File: src/rtl/wave_capture.sv
// Writer side of the double-buffered waveform RAM: arms on a positive-going zero
// crossing, stores 256 offset-binary samples into the hidden half, then swaps halves in vblank.
module wave_capture #(
    parameter int SAMPLE_W = 16
) (
    input  logic                clk,
    input  logic                reset_n,
    input  logic                new_sample_ready,
    input  logic [SAMPLE_W-1:0] new_sample_in,
    input  logic                wave_display_idle,
    output logic                write_enable,
    output logic [8:0]          write_address,
    output logic [7:0]          write_sample,
    output logic                read_index
);

    typedef enum logic [1:0] {
        S_ARMED  = 2'd0,
        S_ACTIVE = 2'd1,
        S_WAIT   = 2'd2
    } state_t;

    state_t      state_q, state_d;
    logic [7:0]  cnt_q, cnt_d;
    logic        prev_sign_q, prev_sign_d;
    logic        ridx_q, ridx_d;
    logic        we_q, we_d;
    logic [8:0]  addr_q, addr_d;
    logic [7:0]  data_q, data_d;

    logic        trigger;
    logic        store;
    logic        flip;
    logic [7:0]  converted;

    // Only the sign of the previous sample matters for crossing detection.
    assign trigger   = (state_q == S_ARMED) && new_sample_ready
                       && prev_sign_q && !new_sample_in[SAMPLE_W-1];
    assign store     = new_sample_ready && (trigger || (state_q == S_ACTIVE));
    assign flip      = (state_q == S_WAIT) && wave_display_idle;
    assign converted = {~new_sample_in[SAMPLE_W-1], new_sample_in[SAMPLE_W-2:SAMPLE_W-8]};

    generate
        if (SAMPLE_W > 8) begin : g_low_bits
            logic low_bits_unused;
            assign low_bits_unused = ^new_sample_in[SAMPLE_W-9:0];
        end
    endgenerate

    always_ff @(posedge clk) begin
        if (!reset_n) begin
            state_q     <= S_ARMED;
            cnt_q       <= 8'd0;
            prev_sign_q <= 1'b0;
            ridx_q      <= 1'b0;
            we_q        <= 1'b0;
            addr_q      <= 9'd0;
            data_q      <= 8'd0;
        end else begin
            state_q     <= state_d;
            cnt_q       <= cnt_d;
            prev_sign_q <= prev_sign_d;
            ridx_q      <= ridx_d;
            we_q        <= we_d;
            addr_q      <= addr_d;
            data_q      <= data_d;
        end
    end

    always_comb begin
        state_d = state_q;
        case (state_q)
            S_ARMED:  if (trigger) state_d = S_ACTIVE;
            S_ACTIVE: if (new_sample_ready && (cnt_q == 8'hFF)) state_d = S_WAIT;
            S_WAIT:   if (wave_display_idle) state_d = S_ARMED;
            default:  state_d = S_ARMED;
        endcase
    end

    always_comb begin
        cnt_d       = cnt_q;
        prev_sign_d = new_sample_ready ? new_sample_in[SAMPLE_W-1] : prev_sign_q;
        ridx_d      = ridx_q;
        we_d        = store;
        addr_d      = addr_q;
        data_d      = data_q;

        if (store) begin
            addr_d = {~ridx_q, trigger ? 8'd0 : cnt_q};
            data_d = converted;
            cnt_d  = trigger ? 8'd1 : cnt_q + 8'd1;
        end

        if (flip) begin
            ridx_d = ~ridx_q;
            cnt_d  = 8'd0;
        end
    end

    assign write_enable  = we_q;
    assign write_address = addr_q;
    assign write_sample  = data_q;
    assign read_index    = ridx_q;

endmodule

File: config.mk
export PLATFORM = sky130hd
export DESIGN_NAME = wave_capture
export DESIGN_NICKNAME = d
export VERILOG_FILES = /design/src/rtl/wave_capture.sv
export SDC_FILE = /design/constraint.sdc
export NUM_CORES = 1
export LEC_CHECK = 0
export CAP_MARGIN = 20
export CORE_ASPECT_RATIO = 1.75
export CORE_MARGIN = 8
export CORE_UTILIZATION = 45
export CTS_CLUSTER_DIAMETER = 50
export CTS_CLUSTER_SIZE = 12
export DETAILED_ROUTE_END_ITERATION = 8
export PLACE_DENSITY = 0.81
export SETUP_SLACK_MARGIN = 0.2
export SYNTH_ARGS = -nofsm -noshare
export SYNTH_HDL_FRONTEND = slang
export SYNTH_SLANG_ARGS = --single-unit
File: constraint.sdc
create_clock -name clk -period 2.8 [get_ports clk]
set_input_delay 0.56 -clock clk [delete_from_list [all_inputs] [get_ports clk]]
set_output_delay 0.56 -clock clk [all_outputs]
set_load 0.005 [all_outputs]
==> results.yml, run 1 <==
outcome:
  status: "complete, no violations"
finish:
  syn2layout_area_growth_pct: 34.1
  num_antenna_cells: 0
  final_area_um2: 1610
  drive_gt1_frac: 0.0798
  nNetsFinal: 184
  stdcell_count: 190
worst_setup_path:
  worstSetupEndpointType: "register"
  start_kind: "primary input"
  slowest_stage: "clkdlybuf4s50_1"
  crit_family: "simple AND/OR/NAND/NOR gates"
  cp_max_fo: 5
  path_buf_inv: 1
  cpPeakStageDelay_ps: 570
  crit_required_ps: 3010
  crit_chain: "clkdlybuf4s50_1 > nand2b_2 > or3_1 > or3_1 > a21oi_1"
  reg2reg_slack_ps: 1300
  path_class: "in2reg"
  arrival_ps: 2150
  path_common_cell: "or3_1"
clock_tree:
  cts_made_buffers: 5
  clk_latency_ps: 270
  numClockSinks: 30
  cts.clk_slew.worst_paths_ps: 60
  cts_tree: "done"
  clock-root-buffer: "clkbuf_8"
  post_cts_buffers: 0
  cts_resized: 0
  h-tree-depth: 2
  clk_path_buf_depth: 2
  ctsHoldBuffers: 0
drt:
  drt_iter0_markers: 32
  antenna_left: 0
  drt_wl_total_mm: 2.77
  routedWlPerCell_um: 14.6
  drc: 0
  drt_pre_antenna_iters: 4
  vias: 1060
  vias_per_cell: 5.58
yosys:
  synth_top_family_by_area: "simple AND/OR/NAND/NOR gates"
  synth-seq-cells: 30
  synthSimpleGateAreaFrac: 0.235
  synth_compound_area_frac: 0.200
  synth_cell_types: 32
  yosysSeqAreaShare: 0.501
  syn_area_per_cell_um2: 9.37
  yosys_warnings: 0
  synth_area_um2: 1200
  syn_nets: 149
  muxShareOfSynthArea: 0.0177
  synthXorXnorAreaFrac: 0.00730
  syn-instance-count: 128
  synthAdderAreaFrac: 0.0104
timing:
  finalCritPeriodShare: 0.693
  setup_viol: 0
  drv_slew: 0
  grt_setup_unrepaired: "no"
  fin_setup_tns_ps: 0
  relSlewSlack: 0.725
  period_needed_ps: 1940
  fmax_mhz: 515
  hold_viol: 0
  skew_ps: 3.02
  worst_pin_slew_ps: 413
placement:
  dp_cells: 183
  gp_congestion: 0.899
  dpl_cell_area_um2: 1530
  io_buffers: 30
  hpwlAfterDp_mm: 2.10
power:
  ir_worst_vdd_uv: 350
  leakagePower_nw: 0.572
  p_per_area_nw_per_um2: 501
  power_w: 0.000806
floorplan:
  core_area_um2: 2630
  rows: 25
  fp.dieW_um: 55.0
  start_util: 0.457
  fp.dieH_um: 84.3
  pin_count: 39
  dieArea_um2: 4640
min_path:
  hold_class: "reg2reg"
global_route:
  grt_antenna_before_repair: 0
  grt_pass1_wl_mm: 4.54
  grt-ovfl-total: 0
  grt_max_degree: 21
  grt_usage: 0.131
  grt_pass1_vias: 1020
job:
  max_cap_viol_count: 0
[metal layers]
layer  vias to the layer above  global-route usage  wire (um)
met5                         -                   0          0
met4                         0              0.0659         57
met3                         8              0.0602        132
met2                        24               0.212       1520
met1                       501               0.131       1060
li1                        527                   -          -
[Yosys cell counts]
| master | count | share of area |
|---|---|---|
| o211a_1 | 2 | 0.017 |
| nor2b_1 | 10 | 0.052 |
| a31o_2 | 1 | 0.0073 |
| or4b_1 | 1 | 0.0083 |
| mux2_2 | 1 | 0.0094 |
| nand4_1 | 2 | 0.010 |
| inv_1 | 1 | 0.0031 |
| nand3_1 | 2 | 0.0083 |
| a311oi_1 | 2 | 0.015 |
| mux2i_1 | 1 | 0.0083 |
| dfxtp_1 | 30 | 0.50 |
| nand3b_1 | 1 | 0.0063 |
| buf_2 | 1 | 0.0042 |
| and2_1 | 2 | 0.010 |
| or3_1 | 2 | 0.010 |
| ha_1 | 1 | 0.010 |
| and3b_1 | 1 | 0.0073 |
| o311ai_0 | 1 | 0.0073 |
| and4b_1 | 1 | 0.0083 |
| a21o_1 | 1 | 0.0063 |
| nor2_1 | 5 | 0.016 |
| clkbuf_1 | 4 | 0.013 |
| o21ai_0 | 4 | 0.017 |
| nand2_1 | 23 | 0.072 |
| or4_1 | 1 | 0.0063 |
| a22oi_1 | 9 | 0.056 |
| a21boi_0 | 8 | 0.050 |
| xnor2_1 | 1 | 0.0073 |
| a21oi_1 | 6 | 0.025 |
| buf_6 | 1 | 0.0094 |
| nand2b_2 | 1 | 0.0073 |
| nand2b_4 | 1 | 0.011 |
[area by class of cell]
class                           count  area (um2)
Multi-Input combinational cell     91         564
Inverter                            1        3.75
Clock buffer                        7        76.3
Timing Repair Buffer               34         330
Sequential cell                    30         601
Fill cell                         239        1020
Tap cell                           27        33.8
[worst min-delay path: stages, from the launching register on]
cell and delay (ps):
dfxtp_1 310, nand2_1 40, a21boi_0 70
[where the power goes]
part | leakage [nW] | internal [W] | switching, W
sequential | 0.242 | 0.000433 | 0.00000417
combinational | 0.292 | 0.0000348 | 0.0000235
clock | 0.0383 | 0.000170 | 0.000140
total | 0.572 | 0.000639 | 0.000168
[metrics by stage]
step	worst slack [ps]	hold WS (ps)	utilization
2_1_floorplan	1120	460	-
3_3_place_gp	630	449	0.583
3_5_place_dp	599	461	0.583
4_1_cts	866	472	0.612
5_1_grt	738	487	0.612
6_report	860	465	0.612
[cells in the final DEF, fill, tap and decap left out, types with 2 or more instances in the layout]
cell             instances
clkbuf_8                 5
and2_1                   2
a22oi_1                  9
o211a_1                  2
nand2_1                 23
or3_1                    2
a311oi_1                 2
clkdlybuf4s50_1         30
o21ai_0                  4
nor2b_1                 10
nand4_1                  2
dfxtp_1                 30
clkbuf_1                 2
a21boi_0                 8
nor2_1                   5
nand3_1                  2
buf_4                    4
a21oi_1                  6
[worst paths after layout]
kind / cells past startpoint / startpoint / end
setup / recovery: 5 / new_sample_ready / cnt_q[7]
hold / removal: 2 / write_sample[6] / write_sample[6]
setup reg to reg: 4 / state_q[0] / cnt_q[7]
hold reg to reg: 2 / write_sample[6] / write_sample[6]
[registers in the layout, summed over array words and instances (netlist names)]
signal and flops:
write_address 9, cnt_q 8, write_sample 8, state_q 2
prev_sign_q 1, read_index 1, write_enable 1
[cell families (layout without fill, tap and decap cells)]
logic type,after synthesis,count (layout)
flops,30,30
simple gates,53,53
buf+inv,7,42
mux,2,2
fa+ha+maj,1,1
compound gates,34,34
xor+xnor,1,1
No activity file was read; power rests on OpenSTA's default activity.
==> run 2: changes to the inputs <==
--- a/config.mk
+++ b/config.mk
@@ -8,11 +8,11 @@
 export CAP_MARGIN = 20
 export CORE_ASPECT_RATIO = 1.75
 export CORE_MARGIN = 8
-export CORE_UTILIZATION = 45
+export CORE_UTILIZATION = 44
 export CTS_CLUSTER_DIAMETER = 50
 export CTS_CLUSTER_SIZE = 12
 export DETAILED_ROUTE_END_ITERATION = 8
-export PLACE_DENSITY = 0.81
+export PLACE_DENSITY = 0.8
 export SETUP_SLACK_MARGIN = 0.2
 export SYNTH_ARGS = -nofsm -noshare
 export SYNTH_HDL_FRONTEND = slang
==> constraint.sdc (replaced) <==
create_clock -name clk -period 2 [get_ports clk]
set_input_delay 0.4 -clock clk [delete_from_list [all_inputs] [get_ports clk]]
set_output_delay 0.4 -clock clk [all_outputs]
set_load 0.005 [all_outputs]
==> results.yml, run 2 (synthesis gave the netlist of run 1 again) <==
placement:
  dp_cells: 187
  gp_congestion: 0.891
  hpwlAfterDp_mm: 2.27
  io_buffers: 30
drt:
  antenna_left: 0
  vias_per_cell: 5.49
  drt_iter0_markers: 13
  drt_wl_total_mm: 2.96
  routedWlPerCell_um: 15.2
  vias: 1070
  drc: 0
  drt_pre_antenna_iters: 4
global_route:
  grt_max_degree: 18
  grt-ovfl-total: 0
  grt_antenna_before_repair: 0
  grt_pass1_vias: 1117
  grt_pass1_wl_mm: 5.04
  grt_usage: 0.130
finish:
  drive_gt1_frac: 0.119
  syn2layout_area_growth_pct: 39.4
  nNetsFinal: 188
  final_cell_mix: "dfxtp_1, clkdlybuf4s50_1, nand2_1"
  num_antenna_cells: 0
  stdcell_count: 195
  fin_util: 0.629
  largest_reg_flops: 9
floorplan:
  fp.dieW_um: 55.5
  dieArea_um2: 4720
  start_util: 0.451
  fp.dieH_um: 85.1
  pin_count: 39
  rows: 25
  core_area_um2: 2660
timing:
  relSlewSlack: 0.804
  finalCritPeriodShare: 0.836
  drv_slew: 0
  period_needed_ps: 1670
  fmax_mhz: 598
  skew_ps: 4.02
  worst_pin_slew_ps: 290
  fin_setup_tns_ps: 0
  hold_viol: 0
  grt_setup_unrepaired: "no"
  setup_viol: 0
  whs_ps: 466
min_path:
  hold_class: "reg2reg"
clock_tree:
  post_cts_buffers: 0
  clock-root-buffer: "clkbuf_8"
  clk_path_buf_depth: 2
  ctsHoldBuffers: 0
  clk_latency_ps: 280
  cts.clk_slew.worst_paths_ps: 60
  cts_tree: "done"
  cts_made_buffers: 5
  h-tree-depth: 2
  numClockSinks: 30
  cts_resized: 0
worst_setup_path:
  slowest_stage: "or4_1"
  path_class: "in2reg"
  crit_chain: "clkdlybuf4s50_1 > nand2b_4 > a21o_1 > or4_1 > a21oi_1"
  arrival_ps: 1880
  cp_max_fo: 4
  crit_required_ps: 2210
  worstSetupEndpointType: "register"
  start_kind: "primary input"
  cpPeakStageDelay_ps: 510
outcome:
  status: "complete, no violations"
power:
  power_w: 0.00126
  leakagePower_nw: 0.611
  ir_worst_vdd_uv: 649
  p_per_area_nw_per_um2: 756
job:
  max_cap_viol_count: 0
run 2: changes by cell type in the layout (fill, tap and decap cells not counted), sizes merged:
cell and change:
buf +4, clkbuf +1
run 2: worst paths after layout:
kind	startpoint	to	slack [ps]	cells after the start
setup reg to reg	state_q[1]	cnt_q[7]	540	4
hold reg to reg	write_sample[4]	write_sample[4]	470	2
setup / recovery	new_sample_in[15]	cnt_q[5]	330	5
hold / removal	write_sample[4]	write_sample[4]	470	2
run 2: where the power goes:
part           switching (W)  internal [W]
Clock               0.000221      0.000347
Combinational      0.0000333     0.0000512
Sequential        0.00000603      0.000606
run 2: through the flow:
| step | cell area (um2) | setup WS (ps) |
|---|---|---|
| detailed placement | 1560 | 40.6 |
| CTS | 1670 | 326 |
| floorplan | 1200 | 483 |
| finish | 1670 | 329 |
| global placement | 1560 | 101 |
| global route | 1670 | 252 |
run 2: routing by layer:
layer / track usage / share of wire
met1: 0.115 / 0.36
met3: 0.0523 / 0.049
met2: 0.243 / 0.57
met5: 0 / 0
met4: 0.0608 / 0.017
run 2: cell type report:
| class | count | area (um2) |
|---|---|---|
| Fill cell | 216 | 986 |
| Sequential cell | 30 | 601 |
| Multi-Input combinational cell | 91 | 564 |
| Timing Repair Buffer | 38 | 360 |
| Clock buffer | 8 | 110 |
| Tap cell | 27 | 33.8 |
| Inverter | 1 | 3.75 |
run 2: worst max-delay path: cells and delay by family:
kind / cells / cell delay (ps)
buf+inv: 1 / 440
simple gates: 2 / 690
compound gates: 2 / 350
==> run 3: changes to the inputs <==
--- a/config.mk
+++ b/config.mk
@@ -8,11 +8,11 @@
 export CAP_MARGIN = 20
 export CORE_ASPECT_RATIO = 1.75
 export CORE_MARGIN = 8
-export CORE_UTILIZATION = 44
+export CORE_UTILIZATION = 40
 export CTS_CLUSTER_DIAMETER = 50
 export CTS_CLUSTER_SIZE = 12
 export DETAILED_ROUTE_END_ITERATION = 8
-export PLACE_DENSITY = 0.8
+export PLACE_DENSITY = 0.77
 export SETUP_SLACK_MARGIN = 0.2
 export SYNTH_ARGS = -nofsm -noshare
 export SYNTH_HDL_FRONTEND = slang
==> constraint.sdc (replaced) <==
create_clock -name clk -period 1.4 [get_ports clk]
set_input_delay 0.28 -clock clk [delete_from_list [all_inputs] [get_ports clk]]
set_output_delay 0.28 -clock clk [all_outputs]
set_load 0.005 [all_outputs]
==> results.yml, run 3 (synthesis gave the netlist of run 1 again) <==
global_route:
  grt_usage: 0.151
  grt_pass1_wl_mm: 5.89
  grt_pass1_vias: 1284
  grt_max_degree: 23
  grt-ovfl-total: 0
  grt_antenna_before_repair: 0
worst_setup_path:
  start_kind: "register"
  path_buf_inv: 1
  arrival_ps: 1610
  worstSetupEndpointType: "register"
  path_class: "reg2reg"
  crit_required_ps: 1570
  crit_family: "simple AND/OR/NAND/NOR gates"
  cp.depth: 5
  slowest_stage: "or3_4"
  reg2reg_depth: 5
  cp_max_fo: 4
  cpPeakStageDelay_ps: 350
  crit_chain: "nand2b_4 > or3_4 > buf_6 > o21ai_1 > a21oi_2"
floorplan:
  rows: 26
  fp.dieW_um: 57.4
  fp.dieH_um: 88.5
  core_area_um2: 2900
  dieArea_um2: 5080
  start_util: 0.414
  pin_count: 39
placement:
  dp_cells: 195
  io_buffers: 30
  gp_congestion: 0.904
  hpwlAfterDp_mm: 2.33
drt:
  drt_pre_antenna_iters: 4
  vias: 1250
  drc: 0
  vias_per_cell: 5.58
  antenna_left: 0
  drt_iter0_markers: 31
  drt_wl_total_mm: 4.41
  routedWlPerCell_um: 19.7
finish:
  drive_gt1_frac: 0.510
  largest_reg_flops: 9
  stdcell_count: 224
  final_common_cell: "buf_4"
  final_cell_mix: "buf_4, dfxtp_1, dlygate4sd2_1"
  num_antenna_cells: 0
  nNetsFinal: 216
  syn2layout_area_growth_pct: 78.2
  n_fill_cell: 173
timing:
  finalWorstSetupSlack_ps: -38.8
  relSlewSlack: 0.807
  setup_viol: 2
  finalCritPeriodShare: 1.03
  period_needed_ps: 1440
  worst_pin_slew_ps: 289
  hold_viol: 0
  skew_ps: 5.76
  grt_setup_unrepaired: "yes"
  fmax_mhz: 695
  drv_slew: 0
outcome:
  status: "finished with violations"
  violations: "setup timing"
clock_tree:
  clk_path_buf_depth: 2
  cts_tree: "done"
  clk_latency_ps: 290
  cts.clk_slew.worst_paths_ps: 70
  clock-root-buffer: "clkbuf_8"
  h-tree-depth: 2
  numClockSinks: 30
  ctsHoldBuffers: 0
  cts_made_buffers: 5
min_path:
  hold_depth: 2
  hold_class: "reg2reg"
power:
  power_w: 0.00180
  ir_worst_vdd_uv: 944
  leakagePower_nw: 0.901
  p_per_area_nw_per_um2: 840
job:
  max_cap_viol_count: 0
## run 3: final cells by class
type | count | area, um2 | share of cell area
inverter | 1 | 3.75 | 0.00176
sequential | 30 | 618 | 0.289
timing repair buffer | 66 | 613 | 0.287
clock buffer | 6 | 82.6 | 0.0386
tap | 28 | 35.0 | 0.0164
multi-input combinational | 91 | 773 | 0.362
clock inverter | 2 | 12.5 | 0.00585
## run 3: where the power goes
group	switching, W	internal, W
logic	0.0000817	0.000109
registers	0.00000926	0.000864
clock network	0.000339	0.000394
## run 3: final timing paths
check	slack [ps]	to	startpoint
hold / removal	460	write_sample[1]	write_sample[1]
hold reg to reg	460	write_sample[1]	write_sample[1]
setup reg to reg	-40	cnt_q[7]	state_q[1]
setup / recovery	-40	cnt_q[7]	state_q[1]
## run 3: metrics by stage
stage / hold WS, ps / util / setup slack [ps] / instance area, um2 / setup TNS (ps)
6_report: 462 / 0.739 / -38.8 / 2140 / -42.6
5_1_grt: 478 / 0.739 / -114 / 2140 / -291
4_1_cts: 445 / 0.650 / 14.0 / 1880 / 0
3_5_place_dp: 458 / 0.563 / -423 / 1630 / -6540
3_3_place_gp: 448 / 0.563 / -377 / 1630 / -5570
2_1_floorplan: 425 / - / 28.5 / 1220 / 0
## run 3: repair_timing
| item | in CTS | in global routing |
|---|---|---|
| gates resized for setup | 52 | 61 |
| cloned | 0 | 2 |
| pin swaps | 10 | 16 |
| setup endpoints to repair | 47 | 33 |
| setup buffers | 9 | 10 |
## run 3: worst reg2reg max path, delay by kind of cell, from the launching register on
family	cells	cell delay, ps
AND/OR/NAND/NOR	2	510
flip-flops	1	340
AO/OA/AOI/OAI	2	340
buffers and inverters	1	130
## run 3: per-layer routing
| layer | track usage | vias up | wire, um |
|---|---|---|---|
| met4 | 0.0917 | 0 | 217 |
| met1 | 0.142 | 607 | 1580 |
| met5 | 0 | - | 0 |
| li1 | - | 589 | - |
| met2 | 0.270 | 35 | 2440 |
| met3 | 0.0539 | 19 | 171 |
